==> config.mk <==
export PLATFORM = sky130hd
export DESIGN_NAME = multicycle_control_unit
export DESIGN_NICKNAME = d
export VERILOG_FILES = /design/src/rtl/multicycle_control_unit.sv
export SDC_FILE = /design/constraint.sdc
export NUM_CORES = 1
export LEC_CHECK = 0
export CELL_PAD_IN_SITES_DETAIL_PLACEMENT = 1
export CELL_PAD_IN_SITES_GLOBAL_PLACEMENT = 2
export CORE_MARGIN = 1
export CORE_UTILIZATION = 27
export CTS_CLUSTER_SIZE = 25
export DETAILED_ROUTE_END_ITERATION = 10
export PLACE_DENSITY_LB_ADDON = 0.1
export REMOVE_ABC_BUFFERS = 1
export SETUP_SLACK_MARGIN = 0.5
export SYNTH_ARGS = -nofsm -noshare
export SYNTH_HDL_FRONTEND = slang
export SYNTH_SLANG_ARGS = --single-unit
==> constraint.sdc <==
create_clock -name clk -period 2.2 [get_ports clk]
set_input_delay 0.44 -clock clk [delete_from_list [all_inputs] [get_ports clk]]
set_output_delay 0.44 -clock clk [all_outputs]
set_load 0.02 [all_outputs]
==> src/rtl/multicycle_control_unit.sv <==
// Multicycle control sequencer: steps each instruction through fetch/decode/execute/
// memory/writeback, drives datapath enables and counts retired instructions.
//
// state   | meaning
// --------+----------------------------------------------
// FETCH   | read instruction at PC, PC <= PC + 1 on ready
// DECODE  | latch opcode/func, precompute branch target
// EXEC_R  | R-type ALU operation on rs, rt
// WB_R    | write R-type result to rd
// ADDR    | rs + imm (address or addi result)
// MEM_RD  | load data read, waits for mem_ready
// WB_MEM  | write loaded data to rt
// MEM_WR  | store data write, waits for mem_ready
// WB_I    | write addi result to rt
// BRANCH  | compare rs/rt, conditional PC update
// JUMP    | PC <= jump target
module multicycle_control_unit #(
  parameter int OPCODE_W  = 4,
  parameter int FUNC_W    = 4,
  parameter int ALUCTRL_W = 4,
  parameter int CNT_W     = 16
) (
  input  logic                 clk,
  input  logic                 rst_n,
  input  logic [OPCODE_W-1:0]  opcode,
  input  logic [FUNC_W-1:0]    func,
  input  logic                 mem_ready,
  output logic                 mem_read,
  output logic                 mem_write,
  output logic                 iord,
  output logic                 ir_write,
  output logic                 pc_write,
  output logic                 pc_write_cond,
  output logic                 branch_ne,
  output logic                 reg_write,
  output logic                 reg_dst,
  output logic                 mem_to_reg,
  output logic                 alu_src_a,
  output logic [1:0]           alu_src_b,
  output logic [1:0]           pc_source,
  output logic [ALUCTRL_W-1:0] alu_control,
  output logic                 illegal,
  output logic [3:0]           state_o,
  output logic [CNT_W-1:0]     retired
);

  typedef enum logic [3:0] {
    S_FETCH  = 4'd0,
    S_DECODE = 4'd1,
    S_EXEC_R = 4'd2,
    S_WB_R   = 4'd3,
    S_ADDR   = 4'd4,
    S_MEM_RD = 4'd5,
    S_WB_MEM = 4'd6,
    S_MEM_WR = 4'd7,
    S_WB_I   = 4'd8,
    S_BRANCH = 4'd9,
    S_JUMP   = 4'd10
  } state_t;

  state_t              state;
  logic [OPCODE_W-1:0] op_q;
  logic [FUNC_W-1:0]   fn_q;
  logic                dec_legal;

  // Full-width compares also reject nonzero upper opcode/func bits.
  assign dec_legal = (opcode == '0) ? (func <= FUNC_W'(3)) : (opcode <= OPCODE_W'(6));

  always_ff @(posedge clk or negedge rst_n) begin
    if (!rst_n) begin
      state   <= S_FETCH;
      op_q    <= '0;
      fn_q    <= '0;
      retired <= '0;
    end else begin
      case (state)
        S_FETCH:  if (mem_ready) state <= S_DECODE;
        S_DECODE: begin
          op_q <= opcode;
          fn_q <= func;
          if (!dec_legal)                     state <= S_FETCH;
          else if (opcode == '0)              state <= S_EXEC_R;
          else if (opcode <= OPCODE_W'(3))    state <= S_ADDR;
          else if (opcode <= OPCODE_W'(5))    state <= S_BRANCH;
          else                                state <= S_JUMP;
        end
        S_EXEC_R: state <= S_WB_R;
        S_ADDR: begin
          if (op_q == OPCODE_W'(1))      state <= S_MEM_RD;
          else if (op_q == OPCODE_W'(2)) state <= S_MEM_WR;
          else                           state <= S_WB_I;
        end
        S_MEM_RD: if (mem_ready) state <= S_WB_MEM;
        S_MEM_WR: begin
          if (mem_ready) begin
            state   <= S_FETCH;
            retired <= retired + CNT_W'(1);
          end
        end
        S_WB_R, S_WB_MEM, S_WB_I, S_BRANCH, S_JUMP: begin
          state   <= S_FETCH;
          retired <= retired + CNT_W'(1);
        end
        default: state <= S_FETCH;
      endcase
    end
  end

  assign state_o = state;

  // Gated by rst_n so no request or enable leaks out while reset is held.
  always_comb begin
    mem_read      = 1'b0;
    mem_write     = 1'b0;
    iord          = 1'b0;
    ir_write      = 1'b0;
    pc_write      = 1'b0;
    pc_write_cond = 1'b0;
    branch_ne     = 1'b0;
    reg_write     = 1'b0;
    reg_dst       = 1'b0;
    mem_to_reg    = 1'b0;
    alu_src_a     = 1'b0;
    alu_src_b     = 2'b00;
    pc_source     = 2'b00;
    alu_control   = '0;
    illegal       = 1'b0;
    if (rst_n) begin
      case (state)
        S_FETCH: begin
          mem_read  = 1'b1;
          alu_src_b = 2'b01;
          ir_write  = mem_ready;
          pc_write  = mem_ready;
        end
        S_DECODE: begin
          alu_src_b = 2'b11;
          illegal   = !dec_legal;
        end
        S_EXEC_R: begin
          alu_src_a   = 1'b1;
          alu_control = ALUCTRL_W'(fn_q[1:0]);
        end
        S_WB_R: begin
          reg_write = 1'b1;
          reg_dst   = 1'b1;
        end
        S_ADDR: begin
          alu_src_a = 1'b1;
          alu_src_b = 2'b10;
        end
        S_MEM_RD: begin
          mem_read = 1'b1;
          iord     = 1'b1;
        end
        S_WB_MEM: begin
          reg_write  = 1'b1;
          mem_to_reg = 1'b1;
        end
        S_MEM_WR: begin
          mem_write = 1'b1;
          iord      = 1'b1;
        end
        S_WB_I:   reg_write = 1'b1;
        S_BRANCH: begin
          alu_src_a     = 1'b1;
          alu_control   = ALUCTRL_W'(1);
          pc_write_cond = 1'b1;
          pc_source     = 2'b01;
          branch_ne     = (op_q == OPCODE_W'(5));
        end
        S_JUMP: begin
          pc_write  = 1'b1;
          pc_source = 2'b10;
        end
        default: ;
      endcase
    end
  end

endmodule

; ---- Word level (Yosys, flattened, before mapping)
; Cells that the tools add are included.
[word_totals]
out_inout_bits = 40
in_bits = 11
ff_bits = 26
[op_classes]
reduce_logical = 11
magnitude_cmp = 4
n_eq_ne = 16
muxes = 43
addsub = 1
[ops]
columns = cell, n
row1 = $mux W4, 8
row2 = $pmux W16 S2, 1
row3 = $mux W1, 24
row4 = $pmux W4 S6, 1
row5 = $eq A4 B3 Y1 const B, 5
row6 = $add A16 B1 Y16 const B, 1
row7 = $mux W16, 1
row8 = $eq A4 B2 Y1 const B, 3
row9 = $eq A4 B4 Y1 const B, 3
row10 = $eq A4 B1 Y1 const B, 2
row11 = $le A4 B2 Y1 const B, 2
row12 = $le A4 B3 Y1 const B, 2
row13 = $logic_not A4 Y1, 2
row14 = $mux W2, 4
row15 = $pmux W2 S2, 2
row16 = $ne A2 B2 Y1 const B, 3
row17 = $pmux W2 S3, 1
row18 = $reduce_or A3 Y1, 2
row19 = $reduce_or A5 Y1, 1
row20 = $reduce_or A2 Y1, 2
row21 = $reduce_and A3 Y1, 1
row22 = $pmux W1 S2, 1
row23 = $reduce_and A2 Y1, 1
row24 = $reduce_bool A2 Y1, 1
row25 = $logic_not A1 Y1, 1

; ---- Depth between registers and ports, before layout
; Gate-level depths: netlist of the first run.
[logic_depth]
depth_word = 6
depth_mapped = 6
mapped_depth_nobuf = 5

; ---- Worst setup path before layout of the first run
; No wires, ideal clock.
[synth_path]
kind = register to output
from = reg state[0], in the netlist state_o[0]
to = out branch_ne
n_path_buf = 1
t_arrival_ps = 1721
stages_incl_launch_ff = 5
slack_ps = 39
cell_sequence = dfrtp_1 > clkbuf_1 > nand3b_1 > nor2_1 > and4_1
[synth_via]
elab_chain_len = 3
[synth_lines]
columns = element, line
row1 = from (decl), 61  ; state_t state;
row2 = from (signal assigned), 71  ; state <= S_FETCH;
row3 = from (signal assigned), 77  ; S_FETCH: if (mem_ready) state <= S_DECODE;
row4 = from (signal assigned), 81  ; if (!dec_legal) state <= S_FETCH;
row5 = $eq A4 B4 Y1, 129  ; case (state)
row6 = $mux W1, 129
row7 = $mux W1, 128  ; if (rst_n) begin
row8 = to (decl), 34  ; output logic branch_ne,
; Every way passes these cells.

; ---- Final worst setup path of the first run
[layout_path]
from = reg state[1], in the netlist state_o[1]
to = out alu_src_a
[layout_via]
elab_chain_len = 4
[layout_lines]
columns = element, line
row1 = $eq A4 B4 Y1 (tied with other cells), 129
row2 = $reduce_or A3 Y1 (no line) *, -
row3 = $mux W1 *, 129
row4 = $mux W1 *, 128
row5 = to (decl), 38  ; output logic alu_src_a,
; Mark *: on every way between the ends. The rest lies on a longest branch, timed or not.

==> results of run 1 <==
worst register-to-register path, stage by stage (launching register included):
cell and delay (ns):
dfrtp_2 0.42, buf_4 0.13, buf_8 0.13, nor2_4 0.04, buf_4 0.15, a2bb2oi_4 0.18, buf_6 0.16, nor4b_4 0.31
xor2_1 0.19
final cells by class:
class / count / area, um2
Sequential cell: 26 / 656
Clock buffer: 3 / 41.3
Timing Repair Buffer: 101 / 971
Tap cell: 75 / 93.8
Fill cell: 660 / 2840
Inverter: 2 / 7.51
Multi-Input combinational cell: 141 / 1340
state kept, by name, summed over array words and instances, names as in the netlist:
signal   count
op_q         4
fn_q         2
state_o      4
retired     16
logic make-up (layout without fill, tap and decap cells):
| kind of cell | after synthesis | in the layout |
|---|---|---|
| buffers and inverters | 15 | 106 |
| AO/OA/AOI/OAI | 27 | 27 |
| flip-flops | 26 | 26 |
| multiplexers | 7 | 7 |
| XOR/XNOR | 18 | 18 |
| AND/OR/NAND/NOR | 86 | 86 |
| other | 1 | 2 |
| adder cells (fa/ha/maj) | 1 | 1 |
routing by layer:
layer  global-route usage [%]  vias to the layer above  wire length [um]
li1                         -                      829                 -
met1                     24.8                      858              2720
met2                     29.0                       38              3060
met3                     2.84                        2               195
met4                     3.04                        0                22
met5                        0                        -                 0
cell usage in the layout (no fill, tap or decap), types with 2 or more instances in the layout:
cell type,instances
buf_8,5
conb_1,2
xnor2_1,6
a21oi_1,4
and4_1,3
and3_4,2
nor2_4,8
nor4b_4,6
o22ai_1,3
buf_4,36
nand4_1,2
dfrtp_1,22
clkbuf_8,3
clkdlybuf4s50_1,4
and2_1,2
xor2_1,11
nor3_4,3
nand2b_1,2
nand3_1,5
buf_6,28
inv_1,2
and3_1,3
dfrtp_2,4
dlygate4sd2_1,24
nand2_2,3
nand2_1,17
nor2_1,6
nand2b_4,3
o21ai_0,5
nor4_4,5
mux2_4,5
nand3b_1,3
through the flow:
step	hold WS, ns	TNS, ns
after detailed placement	0.460	-5.67
final	0.276	0
after global routing	0.284	0
after global placement	0.461	-5.01
after CTS	0.282	0
after floorplan	0.144	-0.160
power by group:
part           total [W]  internal, W  switching, W
clock           0.000273     0.000123      0.000150
sequential      0.000808     0.000626      0.000182
combinational    0.00236      0.00120       0.00116
total            0.00345      0.00195       0.00150
worst paths after layout:
kind	start	slack, ns	cells past startpoint	endpoint
max	state_o[1]	0.24	6	alu_src_a
min	rst_n	0.28	2	retired[1]
min reg2reg	retired[15]	0.48	1	retired[15]
min in group clk	retired[15]	0.48	1	retired[15]
max in group asynchronous	rst_n	1.65	3	state_o[3]
max reg2reg	state_o[0]	0.41	8	retired[10]
what timing repair did:
action	in CTS	in global routing
setup buffers	17	6
pin swaps	7	21
endpoints found under the setup margin	52	39
resized for setup	178	65
gates cloned	0	2
==> summary.md, run 1 <==
| Metric | Value |
|---|---|
| CP most frequent cell | buf_4 |
| Placed cell area | 0.00240 mm2 |
| Cell Rows | 28 |
| Die W | 80.7 um |
| Clk_lat worst skew | 0.27 ns |
| Vias | 1727 |
| Pleak | 1.28 nW |
| EDFF count, synth | 0 |
| Synth top area share | 38.9% |
| Design area | 0.00311 mm2 |
| Core Area | 0.00596 mm2 |
| Fin worst setup slack | 0.243 ns |
| Congestion Overflow GR | 0 |
| Synth Area per Inst | 9.24 um2 |
| Final hold violations | 0 |
| Num ports | 51 |
| Longest Clk Path Bufs | 2 |
| Die area | 0.00651 mm2 |
| First-pass GRT wire length | 8950 um |
| TritonCTS clock tree | done |
| Status | finished, final reports clean |
| Final period util | 88.9% |
| Power Density | 1110 mW/mm2 |
| Worst Skew | 0.00513 ns |
| Post-synthesis mux area share | 4.64% |
| Initial antenna violation count | 0 |
| CP Data Arrival Time | 1.52 ns |
| Number of global-route vias before repair | 1782 |
| Initial Util | 28.1% |
| CP bufs+invs | 2 |
| Synth Area in Adders | 0.749% |
| H-tree levels | 1 |
| Crit Path Class | reg -> out |
| Dpl ws | -0.570 ns |
| PortBufs | 48 |
| Largest family of logic cells by synthesized area | simple AND/OR/NAND/NOR gates |
| FFs w/ async S/R, synth | 100% |
| Post-Synth Simple-Gate Area | 30.2% |
| Slowest-stage cell, CP | dfrtp_2 |
| Clock Sinks | 26 |
| Setup-failing EPs final | 0 |
| FF+latch count, synth | 26 |
| DRC | 0 |
| Critical path's largest stage delay | 0.45 ns |
| Fmax | 511 MHz |
| Yosys warnings | 0 |
| Commonest cells post-synth | dfrtp_1 (26), nand2_1 (21), nor2_1 (15), xor2_1 (11), xnor2_1 (7) |
| Library cells used by synthesis | 47 |
| Largest fanout on the critical path | 6 |
| Post-Syn Area | 0.00167 mm2 |
| Layout area overhead | 86.2% |
| Seq/Total Area, Yosys | 38.9% |
| Final HPWL DP | 3830 um |
| Clock root cell | clkbuf_8 |
| Complex-gate fraction of the synthesized area | 10.9% |
| Top area cells in the synthesized netlist | dfrtp_1 (39%), xor2_1 (5.8%), nand2_1 (4.7%) |
| Worst Path Required | 1.76 ns |
| Fin. max-slew vios | 0 |
| Gr usage total | 17.8% |
| First-pass DRT Iterations | 4 |
| CP startpoint kind | flop |
| Placed Cells | 320 |
| Crit. End Element | output pin |
| Antenna viol nets, final | 0 |
| Max-cap viol count | 0 |
| Fin util | 52.2% |
| Worst hold path type | in -> async |
| Final Power | 0.00345 W |
| # hold bufs at CTS | 0 |
| # diodes | 0 |
| CTS Buf Count | 3 |
| Nets | 287 |
| Final Wtd Congestion | 0.797 |
| Count leader, synth | dfrtp_1 |
| Die height | 80.7 um |
| Xor/xnor share of the synthesized area | 9.43% |
| WL/cell | 17.2 um |
| Crit path time final | 1.96 ns |
| Largest net degree at the start of global routing | 18 |
| RSZ-0062 raised after global routing | true |
| Worst IR Drop VDD | 0.525 mV |
| Top FF cell, synth | dfrtp_1 |
| CTS clk-pin slew, worst paths | 0.09 ns |
| Drt total wl | 5990 um |
| Gate Count Post-Synth | 181 |
| CP delay by family, top | flip-flops |
| Iteration-0 DRC Markers | 59 |
| Layout Cells excl Fill | 348 |
| Crit path cell chain | buf_4, nand2b_4, o21a_1, o21ai_0, and2_1, buf_4 |
| DR vias/cell | 4.96 |
| Yosys top cell by area | dfrtp_1 |
| Layout cell share with drive strength beyond 1 | 49.1% |
Power figures use the tool's default switching activity.
==> run 2, diff against run 1 <==
--- a/config.mk
+++ b/config.mk
@@ -11,9 +11,12 @@
 export CORE_UTILIZATION = 27
 export CTS_CLUSTER_SIZE = 25
 export DETAILED_ROUTE_END_ITERATION = 10
+export MAX_ROUTING_LAYER = met4
 export PLACE_DENSITY_LB_ADDON = 0.1
+export RECOVER_POWER = 100
 export REMOVE_ABC_BUFFERS = 1
 export SETUP_SLACK_MARGIN = 0.5
 export SYNTH_ARGS = -nofsm -noshare
 export SYNTH_HDL_FRONTEND = slang
 export SYNTH_SLANG_ARGS = --single-unit
+export TNS_END_PERCENT = 100
==> summary.md, run 2 (synthesis gave the netlist of run 1 again) <==
| Metric | Value |
|---|---|
| Sw Ratio | 43.8% (was 43.4%) |
| WL/cell | 16.9 um (was 17.2 um) |
| DR vias/cell | 5.04 (was 4.96) |
| Max FFs per register | 16 (unchanged) |
| Clock power frac | 8.5% (was 7.9%) |
| Num ports | 51 (unchanged) |
| Clock Sinks | 26 (unchanged) |
| Internal power | 0.00183 W (was 0.00195 W) |
| Crit. End Element | output pin (unchanged) |
| Drt total wl | 5920 um (was 5990 um) |
| Worst hold path type | in -> async (unchanged) |
| Most frequent cells in the layout | buf_4 (30), dfrtp_1 (26), dlygate4sd2_1 (24) (was buf_4 (36), buf_6 (28), dlygate4sd2_1 (24)) |
| Final Wtd Congestion | 0.808 (was 0.797) |
| # hold bufs at CTS | 0 (unchanged) |
| PortBufs | 48 (unchanged) |
| Congestion Overflow GR | 0 (unchanged) |
| Power Density | 1130 mW/mm2 (was 1110 mW/mm2) |
| First-pass GRT wire length | 8950 um (unchanged) |
| Worst Path Required | 1.76 ns (about the same) |
| Die height | 80.7 um (unchanged) |
| Slew of the pin with the lowest slew margin | 0.495 ns |
| CTS clk-pin slew, worst paths | 0.09 ns (about the same) |
| CTS Buf Count | 3 (unchanged) |
| Final period util | 92.1% (was 88.9%) |
| TritonCTS clock tree | done (unchanged) |
| Reg power frac | 24.3% (was 23.4%) |
| Status | finished, final reports clean (unchanged) |
| Iteration-0 DRC Markers | 64 (was 59) |
| Worst IR Drop VDD | 0.520 mV (was 0.525 mV) |
| Initial antenna violation count | 0 (unchanged) |
| Pleak | 1.21 nW (was 1.28 nW) |
| Vias | 1765 (was 1727) |
| RSZ-0062 raised after global routing | true (unchanged) |
| Antenna viol nets, final | 0 (unchanged) |
| Clock root cell | clkbuf_8 (unchanged) |
| CP Data Arrival Time | 1.59 ns (was 1.52 ns) |
| Die area | 0.00651 mm2 (unchanged) |
| CP startpoint kind | flop (unchanged) |
| Leading cell type in the layout, fill and taps excluded | buf_4 (unchanged) |
| Nets | 289 (was 287) |
| Layout cell share with drive strength beyond 1 | 37.5% (was 49.1%) |
| DRC | 0 (unchanged) |
| Register bank with the most flops | retired (unchanged) |
| Number of global-route vias before repair | 1782 (unchanged) |
| Layout area overhead | 72.5% (was 86.2%) |
| H-tree levels | 1 (unchanged) |
| Clk_lat worst skew | 0.27 ns (about the same) |
| Final TNS setup | 0 ns (unchanged) |
| Worst slew margin | 66.7% |
| P_sw | 0.00143 W (was 0.00150 W) |
| Comb pwr share | 67.2% (was 68.6%) |
| Gr usage total | 18.3% (was 17.8%) |
| Largest net degree at the start of global routing | 18 (unchanged) |
| Worst Skew | 0.00473 ns (was 0.00513 ns) |
| Fin. max-slew vios | 0 (unchanged) |
| Core Area | 0.00596 mm2 (unchanged) |
| Number of fill cells | 686 (was 660) |
| Placed cell area | 0.00240 mm2 (unchanged) |
| # diodes | 0 (unchanged) |
| Largest fanout on the critical path | 6 (unchanged) |
| Initial Util | 28.1% (unchanged) |
| Max-cap viol count | 0 (unchanged) |
| Design area | 0.00288 mm2 (was 0.00311 mm2) |
| Fmax | 494 MHz (was 511 MHz) |
| Final HPWL DP | 3830 um (unchanged) |
| Cell Rows | 28 (unchanged) |
| Final hold violations | 0 (unchanged) |
| Crit Path Class | reg -> out (unchanged) |
| First-pass DRT Iterations | 4 (unchanged) |
| Setup-failing EPs final | 0 (unchanged) |
| Longest Clk Path Bufs | 2 (unchanged) |
| Crit path time final | 2.03 ns (was 1.96 ns) |
| Die W | 80.7 um (unchanged) |
run 2: cell count changes in the layout (fill, tap and decap cells not counted), sizes merged:
cell	change
clkbuf	+15
clkdlybuf4s25	+1
clkdlybuf4s15	-1
buf	-13
run 2: final timing paths:
path	to	cells past startpoint	slack, ns	from
max	alu_src_a	6	0.17	state_o[1]
min	retired[0]	2	0.27	rst_n
max reg2reg	op_q[3]	7	0.26	state_o[0]
min reg2reg	retired[15]	1	0.47	retired[15]
max in group asynchronous	op_q[1]	3	1.62	rst_n
min in group clk	retired[15]	1	0.47	retired[15]
run 2: cell type report:
class / instances / area [um2] / share of cell area, %
well taps: 75 / 93.8 / 3.26
repair buffers: 103 / 913 / 31.7
flip-flops and latches: 26 / 651 / 22.6
inverters: 2 / 7.51 / 0.260
clock buffers: 3 / 41.3 / 1.43
multi-input cells: 141 / 1180 / 40.8
run 2: routing by layer:
| metal | GRT usage [%] | vias up | share of wire (%) |
|---|---|---|---|
| li1 | - | 832 | - |
| met1 | 24.9 | 881 | 47 |
| met2 | 29.0 | 39 | 49 |
| met3 | 2.73 | 13 | 3.5 |
| met4 | 3.04 | 0 | 1.3 |
| met5 | - | - | 0 |
run 2: power by group through the flow:
stage / Combinational (W) / Sequential (W) / Clock [W]
2_1_floorplan: 0.000725 / 0.000930 / 0
3_3_place_gp: 0.00156 / 0.000789 / 0
3_5_place_dp: 0.00160 / 0.000800 / 0
4_1_cts: 0.00184 / 0.000804 / 0.000285
5_1_grt: 0.00235 / 0.000817 / 0.000309
6_report: 0.00219 / 0.000793 / 0.000276
run 2: per-stage QoR:
stage	std cells	setup WS [ns]	hold slack [ns]	util, %	total power [W]
2_1_floorplan	169	-0.160	0.144	-	0.00166
3_3_place_gp	320	-0.481	0.461	40.3	0.00235
3_5_place_dp	320	-0.570	0.460	40.3	0.00240
4_1_cts	340	0.248	0.282	45.6	0.00293
5_1_grt	350	0.0872	0.286	48.4	0.00347
6_report	350	0.174	0.272	48.4	0.00326
run 2: critical path: stages (launching register included):
cell and delay [ns]:
dfrtp_1 0.47, buf_4 0.18, nand2b_4 0.08, o21a_1 0.17, o21ai_0 0.12, and2_1 0.13
clkbuf_2 0.16
run 2: repair_timing:
action | 4_1_cts | 5_1_grt
gates resized for setup | 178 | 70
cloned | 0 | 2
endpoints found under the setup margin | 52 | 39
endpoints found under the hold margin | 0 | 0
setup buffers | 17 | 8
pin swaps | 7 | 28
==> run 3, diff against run 2 <==
--- a/config.mk
+++ b/config.mk
@@ -5,6 +5,7 @@
 export SDC_FILE = /design/constraint.sdc
 export NUM_CORES = 1
 export LEC_CHECK = 0
+export CAP_MARGIN = 10
 export CELL_PAD_IN_SITES_DETAIL_PLACEMENT = 1
 export CELL_PAD_IN_SITES_GLOBAL_PLACEMENT = 2
 export CORE_MARGIN = 1
==> constraint.sdc (replaced) <==
create_clock -name clk -period 2.2 [get_ports clk]
set_input_delay 0.44 -clock clk [delete_from_list [all_inputs] [get_ports clk]]
set_output_delay 0.44 -clock clk [all_outputs]
set_load 0.01 [all_outputs]
==> summary.md, run 3 (synthesis gave the netlist of run 1 again) <==
| Metric | Value |
|---|---|
| Clock root cell | clkbuf_8 (unchanged) |
| CTS clk-pin slew, worst paths | 0.10 ns (was 0.09 ns) |
| Register bank with the most flops | retired (unchanged) |
| Final Wtd Congestion | 0.823 (was 0.808) |
| First-pass GRT wire length | 9890 um (was 8950 um) |
| Fin util | 51.4% (was 48.4%) |
| Final period util | 93.6% (was 92.1%) |
| Crit path time final | 2.06 ns (was 2.03 ns) |
| Gr usage total | 20.7% (was 18.3%) |
| Area occupied by multi-input gates | 0.00118 mm2 (about the same) |
| Clock Sinks | 26 (unchanged) |
| Number of global-route vias before repair | 1845 (was 1782) |
| Final hold violations | 0 (unchanged) |
| Worst hold slack | 0.310 ns (was 0.272 ns) |
| Antenna viol nets, final | 0 (unchanged) |
| Slowest-stage cell, CP | dfrtp_1 (unchanged) |
| Initial antenna violation count | 0 (unchanged) |
| Leading cell type in the layout, fill and taps excluded | buf_4 (unchanged) |
| Critical path's largest stage delay | 0.46 ns (was 0.47 ns) |
| CP startpoint kind | flop (unchanged) |
| Clk_lat worst skew | 0.27 ns (about the same) |
| Slew of the pin with the lowest slew margin | 0.645 ns (was 0.495 ns) |
| RSZ-0062 raised after global routing | true (unchanged) |
| Crit. End Element | output pin (unchanged) |
| Number of fill cells | 667 (was 686) |
| Drt total wl | 6620 um (was 5920 um) |
| CP bufs+invs | 3 (was 2) |
| Worst Path Required | 1.76 ns (about the same) |
| # diodes | 0 (unchanged) |
| WL/cell | 18.1 um (was 16.9 um) |
| TritonCTS clock tree | done (unchanged) |
| First-pass DRT Iterations | 4 (unchanged) |
| Fin worst setup slack | 0.140 ns (was 0.174 ns) |
| Initial Util | 28.1% (unchanged) |
| CP delay by family, top | simple AND/OR/NAND/NOR gates (was flip-flops) |
| Layout area overhead | 83.1% (was 72.5%) |
| Longest Clk Path Bufs | 2 (unchanged) |
| Placed Cells | 317 (was 320) |
| Most frequent cells in the layout | buf_4 (36), dfrtp_1 (24), buf_6 (19) (was buf_4 (30), dfrtp_1 (26), dlygate4sd2_1 (24)) |
| Vias | 1832 (was 1765) |
| Final Power | 0.00344 W (was 0.00326 W) |
| DR vias/cell | 5.02 (was 5.04) |
| Max FFs per register | 16 (unchanged) |
| # hold bufs at CTS | 0 (unchanged) |
| Dpl ws | -0.534 ns (was -0.570 ns) |
| Core Area | 0.00596 mm2 (unchanged) |
| Final HPWL DP | 3840 um (was 3830 um) |
| Num ports | 51 (unchanged) |
| Worst Skew | 0.00961 ns (was 0.00473 ns) |
| Congestion Overflow GR | 0 (unchanged) |
| Die height | 80.7 um (unchanged) |
| DRC | 0 (unchanged) |
| Layout cell share with drive strength beyond 1 | 43.8% (was 37.5%) |
| Status | finished, final reports clean (unchanged) |
| CP Data Arrival Time | 1.62 ns (was 1.59 ns) |
| Setup-failing EPs final | 0 (unchanged) |
| Layout Cells excl Fill | 365 (was 350) |
| Iteration-0 DRC Markers | 70 (was 64) |
| Die area | 0.00651 mm2 (unchanged) |
| Worst hold path type | in -> async (unchanged) |
| Reg area | 653 um2 (was 651 um2) |
| Cell Rows | 28 (unchanged) |
| Power Density | 1120 mW/mm2 (was 1130 mW/mm2) |
| Pleak | 1.33 nW (was 1.21 nW) |
| Largest net degree at the start of global routing | 15 (was 18) |
| Nets | 303 (was 289) |
| Crit Path Class | reg -> out (unchanged) |
| Largest fanout on the critical path | 4 (was 6) |
| H-tree levels | 1 (unchanged) |
| Worst slew margin | 57.0% (was 66.7%) |
| Max-cap viol count | 0 (unchanged) |
| Die W | 80.7 um (unchanged) |
| Crit path cell chain | buf_6, nand3b_1, nor2_1, buf_4, and4_1, buf_2 (was buf_4, nand2b_4, o21a_1, o21ai_0, and2_1, clkbuf_2) |
| PortBufs | 48 (unchanged) |
| Fmax | 485 MHz (was 494 MHz) |
| Fin. max-slew vios | 0 (unchanged) |
| CTS Buf Count | 3 (unchanged) |
| Worst IR Drop VDD | 0.627 mV (was 0.520 mV) |
[run 3: cell types whose count changed in the layout (fill, tap and decap cells not counted), sizes merged]
cell / previous run / this run
buf: 58 / 72
clkdlybuf4s15: 0 / 3
clkdlybuf4s25: 1 / 6
clkdlybuf4s50: 4 / 2
dlygate4sd2: 24 / 8
dlygate4sd3: 0 / 8
dlymetal6s2s: 0 / 3
[run 3: layout make-up]
class / instances / area share, %
Clock buffer: 4 / 1.80
Inverter: 2 / 0.327
Multi-Input combinational cell: 141 / 38.7
Sequential cell: 26 / 21.3
Tap cell: 75 / 3.07
Timing Repair Buffer: 117 / 34.8
[run 3: repair_timing]
item,4_1_cts,5_1_grt
gates resized for setup,179,41
pin swaps,22,30
gates cloned,3,0
endpoints found under the setup margin,44,50
buffers inserted,24,17
[run 3: routing by layer]
| metal | vias up | GRT usage [%] | share of wire, % |
|---|---|---|---|
| li1 | 868 | - | - |
| met1 | 908 | 27.4 | 44 |
| met2 | 48 | 34.6 | 51 |
| met3 | 8 | 2.84 | 3.5 |
| met4 | 0 | 2.14 | 1.3 |
| met5 | - | - | 0 |
[run 3: metrics by stage]
| step | TNS (ns) | area [um2] |
|---|---|---|
| after floorplan | 0 | 1600 |
| after global placement | -3.67 | 2370 |
| after detailed placement | -4.14 | 2370 |
| after CTS | 0 | 3000 |
| after global routing | 0 | 3060 |
| final | 0 | 3060 |
[run 3: path summary, 6_finish.rpt]
| check | from | to | slack, ns | depth (start not counted) |
|---|---|---|---|---|
| setup / recovery | state_o[0] | branch_ne | 0.14 | 6 |
| hold / removal | rst_n | retired[0] | 0.31 | 2 |
| setup reg to reg | state_o[1] | retired[10] | 0.22 | 7 |
| hold reg to reg | retired[15] | retired[15] | 0.47 | 1 |
| max in group asynchronous | rst_n | retired[7] | 1.14 | 3 |
| min in group clk | retired[15] | retired[15] | 0.47 | 1 |
[run 3: report_power, final]
group	internal (W)	leakage, nW	switching [W]	total, W
registers	0.000620	0.301	0.000157	0.000777
clock network	0.000160	0.0288	0.000161	0.000321
logic	0.00126	1.00	0.00109	0.00234
